[src/rtl/mano_isa_pkg.sv]
// Shared ISA constants for the 8-bit Mano basic computer control path.
package mano_isa_pkg;

    localparam int ADDR_W = 4;
    localparam int WORD_W = 8;

    // Opcode field, IR[6:4]
    localparam logic [2:0] OP_AND  = 3'b000;
    localparam logic [2:0] OP_ADD  = 3'b001;
    localparam logic [2:0] OP_LDA  = 3'b010;
    localparam logic [2:0] OP_STA  = 3'b011;
    localparam logic [2:0] OP_BUN  = 3'b100;
    localparam logic [2:0] OP_RES5 = 3'b101;
    localparam logic [2:0] OP_RES6 = 3'b110;
    localparam logic [2:0] OP_REG  = 3'b111;

    // Register-reference bit positions inside IR[3:0]
    localparam int B_CLA = 3;
    localparam int B_CMA = 2;
    localparam int B_CIR = 1;
    localparam int B_CIL = 0;

    // AC source select
    localparam logic [1:0] AC_SEL_AND = 2'b00;
    localparam logic [1:0] AC_SEL_ADD = 2'b01;
    localparam logic [1:0] AC_SEL_DR  = 2'b10;

    // Timing-state indices (sequence counter values)
    localparam logic [2:0] T0 = 3'd0;
    localparam logic [2:0] T1 = 3'd1;
    localparam logic [2:0] T2 = 3'd2;
    localparam logic [2:0] T3 = 3'd3;
    localparam logic [2:0] T4 = 3'd4;
    localparam logic [2:0] T5 = 3'd5;

    typedef struct packed {
        logic       ind;
        logic [2:0] op;
        logic [3:0] addr;
    } instr_t;

    // Opcodes that take an effective address (AND/ADD/LDA/STA/BUN)
    function automatic logic is_mem_op(input logic [2:0] op);
        return (op <= OP_BUN);
    endfunction

endpackage

[src/rtl/ctrl_timing_counter.sv]
// Sequence counter: 3-bit count with one-hot T decode.
module ctrl_timing_counter
    import mano_isa_pkg::*;
(
    input  logic       CLK,
    input  logic       CLR,
    input  logic       SC_CLR,
    input  logic       EN,
    output logic [7:0] T
);

    logic [2:0] sc_q, sc_d;

    // Advance only when enabled; T5 always wraps so an upset count cannot run away.
    always_comb begin
        sc_d = sc_q;
        if (EN) begin
            if (SC_CLR || (sc_q >= T5)) begin
                sc_d = T0;
            end else begin
                sc_d = sc_q + 3'd1;
            end
        end
    end

    // Count register, synchronous reset to T0.
    always_ff @(posedge CLK) begin
        if (CLR) begin
            sc_q <= T0;
        end else begin
            sc_q <= sc_d;
        end
    end

    assign T = 8'd1 << sc_q;

endmodule

[src/rtl/mano_control_unit.sv]
// Hardwired control unit for the 8-bit Mano basic computer.
//
//   state | meaning
//   T0    | AR <- PC
//   T1    | IR <- M[AR], PC <- PC + 1
//   T2    | AR <- IR[3:0]
//   T3    | register-reference action / HLT, or indirect AR <- M[AR]
//   T4    | DR <- M[AR] (AND/ADD/LDA), M[AR] <- AC (STA), PC <- AR (BUN)
//   T5    | AC <- f(AC, DR) for AND/ADD/LDA
//
// Strobes are Moore-decoded from (T, IR, HALTED) and qualified so that a
// stalled, halted or resetting cycle never issues anything.
module mano_control_unit
    import mano_isa_pkg::*;
(
    input  logic       CLK,
    input  logic       CLR,
    input  logic       RUN,
    input  logic [7:0] DATA_IN,
    input  logic [3:0] PC_Q,
    input  logic [3:0] AR_Q,
    output logic [3:0] AR_D,
    output logic       AR_LD,
    output logic [3:0] PC_D,
    output logic       PC_LD,
    output logic       PC_INC,
    output logic       RW,
    output logic       AC_OE,
    output logic       DR_LD,
    output logic       AC_LD,
    output logic [1:0] AC_SEL,
    output logic       AC_CLR,
    output logic       AC_COM,
    output logic       AC_CIR,
    output logic       AC_CIL,
    output logic [7:0] T,
    output logic       HALTED
);

    instr_t     ir_q, ir_d;
    logic       halted_q, halted_d;
    logic [7:0] t;
    logic       en, act, sc_clr;
    logic       is_reg, is_alu;

    assign en     = RUN & ~halted_q;
    assign act    = en & ~CLR;
    assign is_reg = (ir_q.op == OP_REG) & ~ir_q.ind;
    assign is_alu = (ir_q.op == OP_AND) | (ir_q.op == OP_ADD) | (ir_q.op == OP_LDA);

    // Return to T0 at the last state of each instruction class.
    assign sc_clr = (t[T3] & is_reg) | (t[T4] & ~is_alu) | t[T5];

    ctrl_timing_counter u_sc (
        .CLK    (CLK),
        .CLR    (CLR),
        .SC_CLR (sc_clr),
        .EN     (en),
        .T      (t)
    );

    assign T      = t;
    assign HALTED = halted_q;

    // IR captures the fetched word at the end of T1; HLT latches the halt flag at T3.
    always_comb begin
        ir_d     = ir_q;
        halted_d = halted_q;
        if (en && t[T1]) begin
            ir_d = instr_t'(DATA_IN);
        end
        if (en && t[T3] && is_reg && (ir_q.addr == 4'h0)) begin
            halted_d = 1'b1;
        end
    end

    // Instruction register and halt flag.
    always_ff @(posedge CLK) begin
        if (CLR) begin
            ir_q     <= '0;
            halted_q <= 1'b0;
        end else begin
            ir_q     <= ir_d;
            halted_q <= halted_d;
        end
    end

    // Strobe decode from the registered state.
    always_comb begin
        AR_D   = 4'h0;
        AR_LD  = 1'b0;
        PC_D   = CLR ? 4'h0 : AR_Q;
        PC_LD  = 1'b0;
        PC_INC = 1'b0;
        RW     = 1'b1;
        AC_OE  = 1'b0;
        DR_LD  = 1'b0;
        AC_LD  = 1'b0;
        AC_SEL = AC_SEL_AND;
        AC_CLR = 1'b0;
        AC_COM = 1'b0;
        AC_CIR = 1'b0;
        AC_CIL = 1'b0;
        if (act) begin
            if (t[T0]) begin
                AR_D  = PC_Q;
                AR_LD = 1'b1;
            end
            if (t[T1]) begin
                PC_INC = 1'b1;
            end
            if (t[T2]) begin
                AR_D  = ir_q.addr;
                AR_LD = 1'b1;
            end
            if (t[T3]) begin
                if (is_reg) begin
                    if (ir_q.addr[B_CLA])      AC_CLR = 1'b1;
                    else if (ir_q.addr[B_CMA]) AC_COM = 1'b1;
                    else if (ir_q.addr[B_CIR]) AC_CIR = 1'b1;
                    else if (ir_q.addr[B_CIL]) AC_CIL = 1'b1;
                end else if (is_mem_op(ir_q.op) && ir_q.ind) begin
                    AR_D  = DATA_IN[3:0];
                    AR_LD = 1'b1;
                end
            end
            if (t[T4]) begin
                case (ir_q.op)
                    OP_AND, OP_ADD, OP_LDA: DR_LD = 1'b1;
                    OP_STA: begin
                        RW    = 1'b0;
                        AC_OE = 1'b1;
                    end
                    OP_BUN:  PC_LD = 1'b1;
                    default: ;
                endcase
            end
            if (t[T5]) begin
                AC_LD = 1'b1;
                case (ir_q.op)
                    OP_AND:  AC_SEL = AC_SEL_AND;
                    OP_ADD:  AC_SEL = AC_SEL_ADD;
                    default: AC_SEL = AC_SEL_DR;
                endcase
            end
        end
    end

endmodule

[config.mk]
export PLATFORM = sky130hd
export DESIGN_NAME = mano_control_unit
export DESIGN_NICKNAME = d
export VERILOG_FILES = /design/src/rtl/mano_isa_pkg.sv /design/src/rtl/ctrl_timing_counter.sv /design/src/rtl/mano_control_unit.sv
export SDC_FILE = /design/constraint.sdc
export NUM_CORES = 1
export LEC_CHECK = 0
export CAP_MARGIN = 20
export CORE_MARGIN = 5
export CORE_UTILIZATION = 43
export DETAILED_ROUTE_END_ITERATION = 6
export GPL_TIMING_DRIVEN = 0
export PLACE_DENSITY = 0.93
export SYNTH_ARGS = -nofsm -noshare
export SYNTH_HDL_FRONTEND = slang
export SYNTH_SLANG_ARGS = --single-unit
export TNS_END_PERCENT = 50
[constraint.sdc]
create_clock -name CLK -period 3.4 [get_ports CLK]
set_clock_uncertainty 0.2 [all_clocks]
set_input_delay 0.51 -clock CLK [delete_from_list [all_inputs] [get_ports CLK]]
set_output_delay 0.51 -clock CLK [all_outputs]
set_load 0.005 [all_outputs]
==> flow_summary.yaml <==
floorplanning:
  core-area_sq_um: 2191
  die-area_sq_um: 3351
  die_height_um: 57.89
  dieWidth_um: 57.89
  rows: 17
  ios: 49
  initial_core_util_pct: 45.00
timing:
  slew_viol_final: 0
  fin_setup_tns_ns: 0
  finalCritPeriodShare_pct: 95.63
  clock.fmax_ghz: 0.3076
  finalHoldViolations: 0
  rsz0062_at_grt: "false"
  min_period_ns: 3.251
  slew_headroom_pct: 69.31
  finalSetupViolCount: 0
  worst_pin_slew_ns: 0.4603
yosys:
  syn_nets: 155
  synth_area_sq_um: 985.9
  netlist_instances: 130
  yosys.cell_count.top_type: "nand2_1"
  yosysTopAreaCellShare_pct: 24.37
  ys_top_cells_by_area: "dfxtp_1 24%, nand2_1 9.1%, ha_1 7.6%, a21oi_1 6.6%, nor2b_1 5.7%"
  ys_seq_area_share_pct: 24.37
  yosys-top-cells-count: "24 x nand2_1, 13 x a21oi_1, 12 x dfxtp_1"
  synth_enable_flop_cells: 0
  synth_top_cell_by_area: "dfxtp_1"
  synthArstFlopShare_pct: 0
  syn_avg_cell_area_sq_um: 7.584
  synthDistinctLibCells: 36
  ys_seq_elements: 12
  yosys_warnings: 0
  ys.flop_type: "dfxtp_1"
critical_path:
  criticalPathCategory: "flip-flop to output port"
  crit_path_start_kind: "flip-flop"
  cp-end-kind: "output port"
  critPathLaunch: "u_sc.sc_q[2]$_SDFFE_PP0N_"
  worstReg2RegStart: "u_sc.sc_q[1]$_SDFFE_PP0N_"
  path_cells: "clkbuf_4 > inv_1 > ha_2 > and2_1 > buf_6 > a221o_1 > a21oi_1 > clkdlybuf4s50_1"
  crit_buf_inv: 4
  cp_slowest_cell: "clkdlybuf4s50_1"
  cp_max_fo: 10
  required_ns: 2.69
  cpPeakStageDelay_ns: 0.52
  arrival_ns: 2.54
  crit_family: "buffers and inverters"
place:
  place.gp.congestion: 0.8440
  dp_hpwl_um: 2467
  place_area_sq_um: 1501
  io_buffers: 48
run:
  drv_cap: 0
clock_tree:
  clkTransAtPathRegs_ns: 0.08
  numCtsBuffers: 3
  clock-root-buffer: "clkbuf_4"
  clk_latency_ns: 0.28
  clock-sinks: 12
  cts_resized: 1
  cts_hold_buf: 0
  cts_tree: "built"
  htreeDepth: 1
  post_cts_buffers: 0
  clock_path_buffers: 2
route:
  drt_iter0_markers: 39
  vias: 1173
  ant_nets: 0
  top_layer_used: "met4"
  route.detailed.drc: 0
  wl_met2_um: 1566
  vias_per_cell: 5.586
  wl_per_cell_um: 14.94
  wirelength_um: 3137
  first_pass_iters: 4
  wl_met1_um: 1253
  wl_met3_um: 286
outcome:
  status: "finished clean"
min_path:
  min_from: "ir_q[7]$_SDFFE_PP0P_"
  hp-class: "flip-flop to flip-flop"
finish:
  regArea_sq_um: 241.5
  multiInputGateArea_sq_um: 684.4
  final_cell_area_sq_um: 1544
  n_fill_cell: 181
  n_antenna_cell: 0
  finalNetCount: 208
  syn_to_final_growth_pct: 56.60
  utilization_pct: 70.47
  layout-drive-gt1-share_pct: 10.44
power:
  power.leakage_nw: 0.5534
  power.density_nw_per_um2: 247.9
  ir_drop_v: 0.0002512
global_routing:
  antenna_found_initial: 0
  grt_overflow_total: 0
  grt_pass1_vias: 1129
  grt_pass1_wl_um: 5154
  grt_max_degree: 11
  grt_util_all_layers_pct: 19.02
metal layers:
metal  up-vias  track usage (%)
li1        563                -
met1       543            23.93
met2        63            32.58
met3         4            3.563
met4         0            5.960
met5         -                0
cell type report:
cell class	instances	share of cell area (%)
Multi-Input combinational cell	105	44.33
Timing Repair Buffer	48	31.12
Buffer	9	3.323
Inverter	4	0.9724
Tap cell	28	2.269
Sequential cell	12	15.64
Clock buffer	4	2.350
where the power goes:
part           switching, mW  internal (mW)
Clock                 0.0540         0.0652
Combinational         0.0465         0.0632
Sequential           0.00713          0.147
per-stage QoR:
step                instances  power, mW  setup slack, ns  hold WS, ns
detailed placement        206     0.2659           0.2302       0.2706
finish                    210     0.3828           0.1485       0.2800
global route              210     0.3996          0.05338       0.3085
floorplan                 130     0.2094           0.9877       0.2404
CTS                       210     0.3811          0.06172       0.2822
global placement          206     0.2620           0.3285       0.2554
cell usage in the layout (no fill, tap or decap), types with 2 or more instances in the layout:
cell	count
nor3_1	3
nor2b_1	9
and2_1	5
a21oi_1	13
nand3b_1	6
inv_1	4
nor2_1	6
clkdlybuf4s50_1	48
and3_1	3
buf_2	4
clkbuf_1	2
nand3_1	4
ha_1	5
nand3_2	2
clkbuf_4	4
dfxtp_1	11
a221o_1	4
o31ai_1	3
nand2_1	24
final timing paths:
check                               to  slack, ns  depth (start not counted)
max                            AR_D[0]       0.15                          8
max reg2reg  u_sc.sc_q[2]$_SDFFE_PP0N_       1.58                          5
min               ir_q[7]$_SDFFE_PP0P_       0.28                          2
min reg2reg       ir_q[7]$_SDFFE_PP0P_       0.28                          2
flip-flops by register name (all words and copies together) (netlist names):
signal	flops
HALTED	1
ir_q	8
u_sc.sc_q	3
kinds of logic (layout without fill, tap and decap cells):
kind of cell	after synthesis	count (layout)	share of synthesized area [%]
and+or+nand+nor	73	73	43.66
AOI/OAI and AO/OA	26	26	17.89
buffers and inverters	13	65	6.471
DFF	12	12	24.37
adders and majority gates	6	6	7.614
worst reg2reg max path, delay by kind of cell (launching register included):
family                   cells  cell delay [ns]
buffers and inverters        1             0.10
AO/OA/AOI/OAI                3             0.77
flip-flops                   1             0.42
adder cells (fa/ha/maj)      1             0.25
No activity file was read; power rests on OpenSTA's default activity.
==> variant (same settings) <==
Put a register stage on the output `AR_D`, without a reset. The value now appears one clock later. The other outputs are not delayed to match.
--- a/src/rtl/mano_control_unit.sv
+++ b/src/rtl/mano_control_unit.sv
@@ -38,2 +38,4 @@
 );
+
+    logic [3:0] AR_D_d;
 
@@ -89,3 +91,3 @@
     always_comb begin
-        AR_D   = 4'h0;
+        AR_D_d = 4'h0;
         AR_LD  = 1'b0;
@@ -105,3 +107,3 @@
             if (t[T0]) begin
-                AR_D  = PC_Q;
+                AR_D_d = PC_Q;
                 AR_LD = 1'b1;
@@ -112,3 +114,3 @@
             if (t[T2]) begin
-                AR_D  = ir_q.addr;
+                AR_D_d = ir_q.addr;
                 AR_LD = 1'b1;
@@ -122,3 +124,3 @@
                 end else if (is_mem_op(ir_q.op) && ir_q.ind) begin
-                    AR_D  = DATA_IN[3:0];
+                    AR_D_d = DATA_IN[3:0];
                     AR_LD = 1'b1;
@@ -148,2 +150,6 @@
 
+    always_ff @(posedge CLK) begin
+        AR_D <= AR_D_d;
+    end
+
 endmodule
Function: changed (Yosys sat finds a counterexample within 4 cycles, from zero or initial values).
==> variant against the original RTL <==
- total power is 16% higher
- sequential share of layout area is 4.2 points higher
- final cell count is 2.4% higher
- wire length is 2.1% higher
- largest cell class unchanged
- setup slack better by 0.017 ns
- final area is 4.5% higher
- sequential cell count is 4 higher
- area after synthesis is 6.6% higher
- via count is 0.51% lower
==> variant: results (changes against the original RTL) <==
result of the run finished, final reports clean; type of the setup path with the least slack register to output pin; pin count of the biggest net entering global routing 11 (unchanged); routed metal-1 wire length 1310 um (+4.3%); # port buffers 48 (unchanged); proportion of layout cells with a drive suffix above 1 8.65% (-1.8 points); most instantiated cells after synthesis sky130_fd_sc_hd__nand2_1 (24), sky130_fd_sc_hd__dfxtp_1 (16), sky130_fd_sc_hd__a21oi_1 (13); number of antenna violations at the first check in global routing 0 (unchanged); Synthesized Nets 158 (+1.9%); launching point of the worst reg2reg path u_sc.sc_q[2]; antenna fix cells 0 (unchanged); part of the Yosys area used for sequential elements 30.5% (+6.1 points); number of buffers between clock root and the deepest sink 2 (unchanged); most common flop cell mapped by yosys sky130_fd_sc_hd__dfxtp_1; per-cell routed wire length 14.9 um (-0.27%); number of nets in the layout 211 (+1.4%); relative slew slack 55.2% (-14 points); number of library cell types mapped by synthesis 37 (+2.8%); number of iterations in the first detailed-routing pass 4 (unchanged); Comb. pwr 106 uW (-4%); cell depth of the worst flop-to-flop path 7 (+2); global routing met1 resource utilization 21.6% (-2.3 points); family with the most delay on the worst path buffers and inverters; TritonCTS buffer count 3 (unchanged); Pwr Total 445 uW (+16%); worst min-delay path category register to register; clock group power 135 uW (+13%); DP Worst Slack 0.151 ns (-0.0791 ns); average via count per standard cell 5.43 (-2.8%); grt met2 use 33.4% (+0.80 points); vias in the first global route 1169 (+3.5%); Tcrit/Tclk final 95.1% (-0.51 points); layout filler cell count 220 (+22%); GRT Overall Usage 18.9% (-0.15 points); worst IR drop on VDD 257 uV (+2.2%); cell leakage power 0.000581 uW (+5.0%); post-synthesis cell count 133 (+2.3%); CTS Root Buffer Type sky130_fd_sc_hd__clkbuf_4; net switching share of the total power 27.3% (-0.80 points); Met3 Routed Length 203 um (-29%); reg2reg setup slack 1.14 ns (-0.44 ns); clock insertion delay at the later pin of the skew report 0.30 ns (+0.02 ns); Global Route met3 Usage 3.49% (-0.078 points); crit-path max FO 10 (unchanged); quantity of gates resized following cts 0 (-1); Hold Worst Slack 0.291 ns (+0.0109 ns); wire length of the first global-routing pass 5090 um (-1.2%); top sig layer met4; data arrival time of the critical path 2.52 ns (-0.02 ns); clock slew at the register clock pins of the worst setup and hold paths 0.10 ns (+0.02 ns); placed inst area 1570 um^2 (+4.5%); setup TNS 0 ns (unchanged); top area cells in the synthesized netlist sky130_fd_sc_hd__dfxtp_1 (30%), sky130_fd_sc_hd__nand2_1 (8.6%), sky130_fd_sc_hd__ha_1 (7.1%); RD Place Congestion 0.769 (-8.9%); HPWL after detailed placement 2450 um (-0.73%); largest registers ir_q (8), AR_D (4), u_sc.sc_q (3); initial drt markers 26 (-33%); non-filler cells, final 215 (+2.4%); detailed route wirelength on metal2 1620 um (+3.6%); hold wc startpoint ir_q[7]
[variant: final cells by class]
class | instances | area [um^2] | share of cell area, %
Clock buffer | 4 | 36.3 | 2.25
Tap cell | 30 | 37.5 | 2.33
Sequential cell | 16 | 320 | 19.9
Buffer | 9 | 38.8 | 2.40
Multi-Input combinational cell | 105 | 688 | 42.7
Inverter | 3 | 11.3 | 0.698
Timing Repair Buffer | 48 | 480 | 29.8
[variant: logic make-up (layout without fill, tap and decap cells)]
group	count (synthesis)	after routing	share of synthesized area (%)
AO/OA/AOI/OAI	25	25	16.3
adder cells (fa/ha/maj)	6	6	7.14
buffers and inverters	12	64	4.64
flip-flops	16	16	30.5
AND/OR/NAND/NOR	74	74	41.4
[variant: path summary, 6_finish.rpt]
| kind | end |
|---|---|
| setup reg to reg | AR_D[3] |
| setup / recovery | AR_LD |
| hold / removal | ir_q[7] |
| hold reg to reg | ir_q[7] |
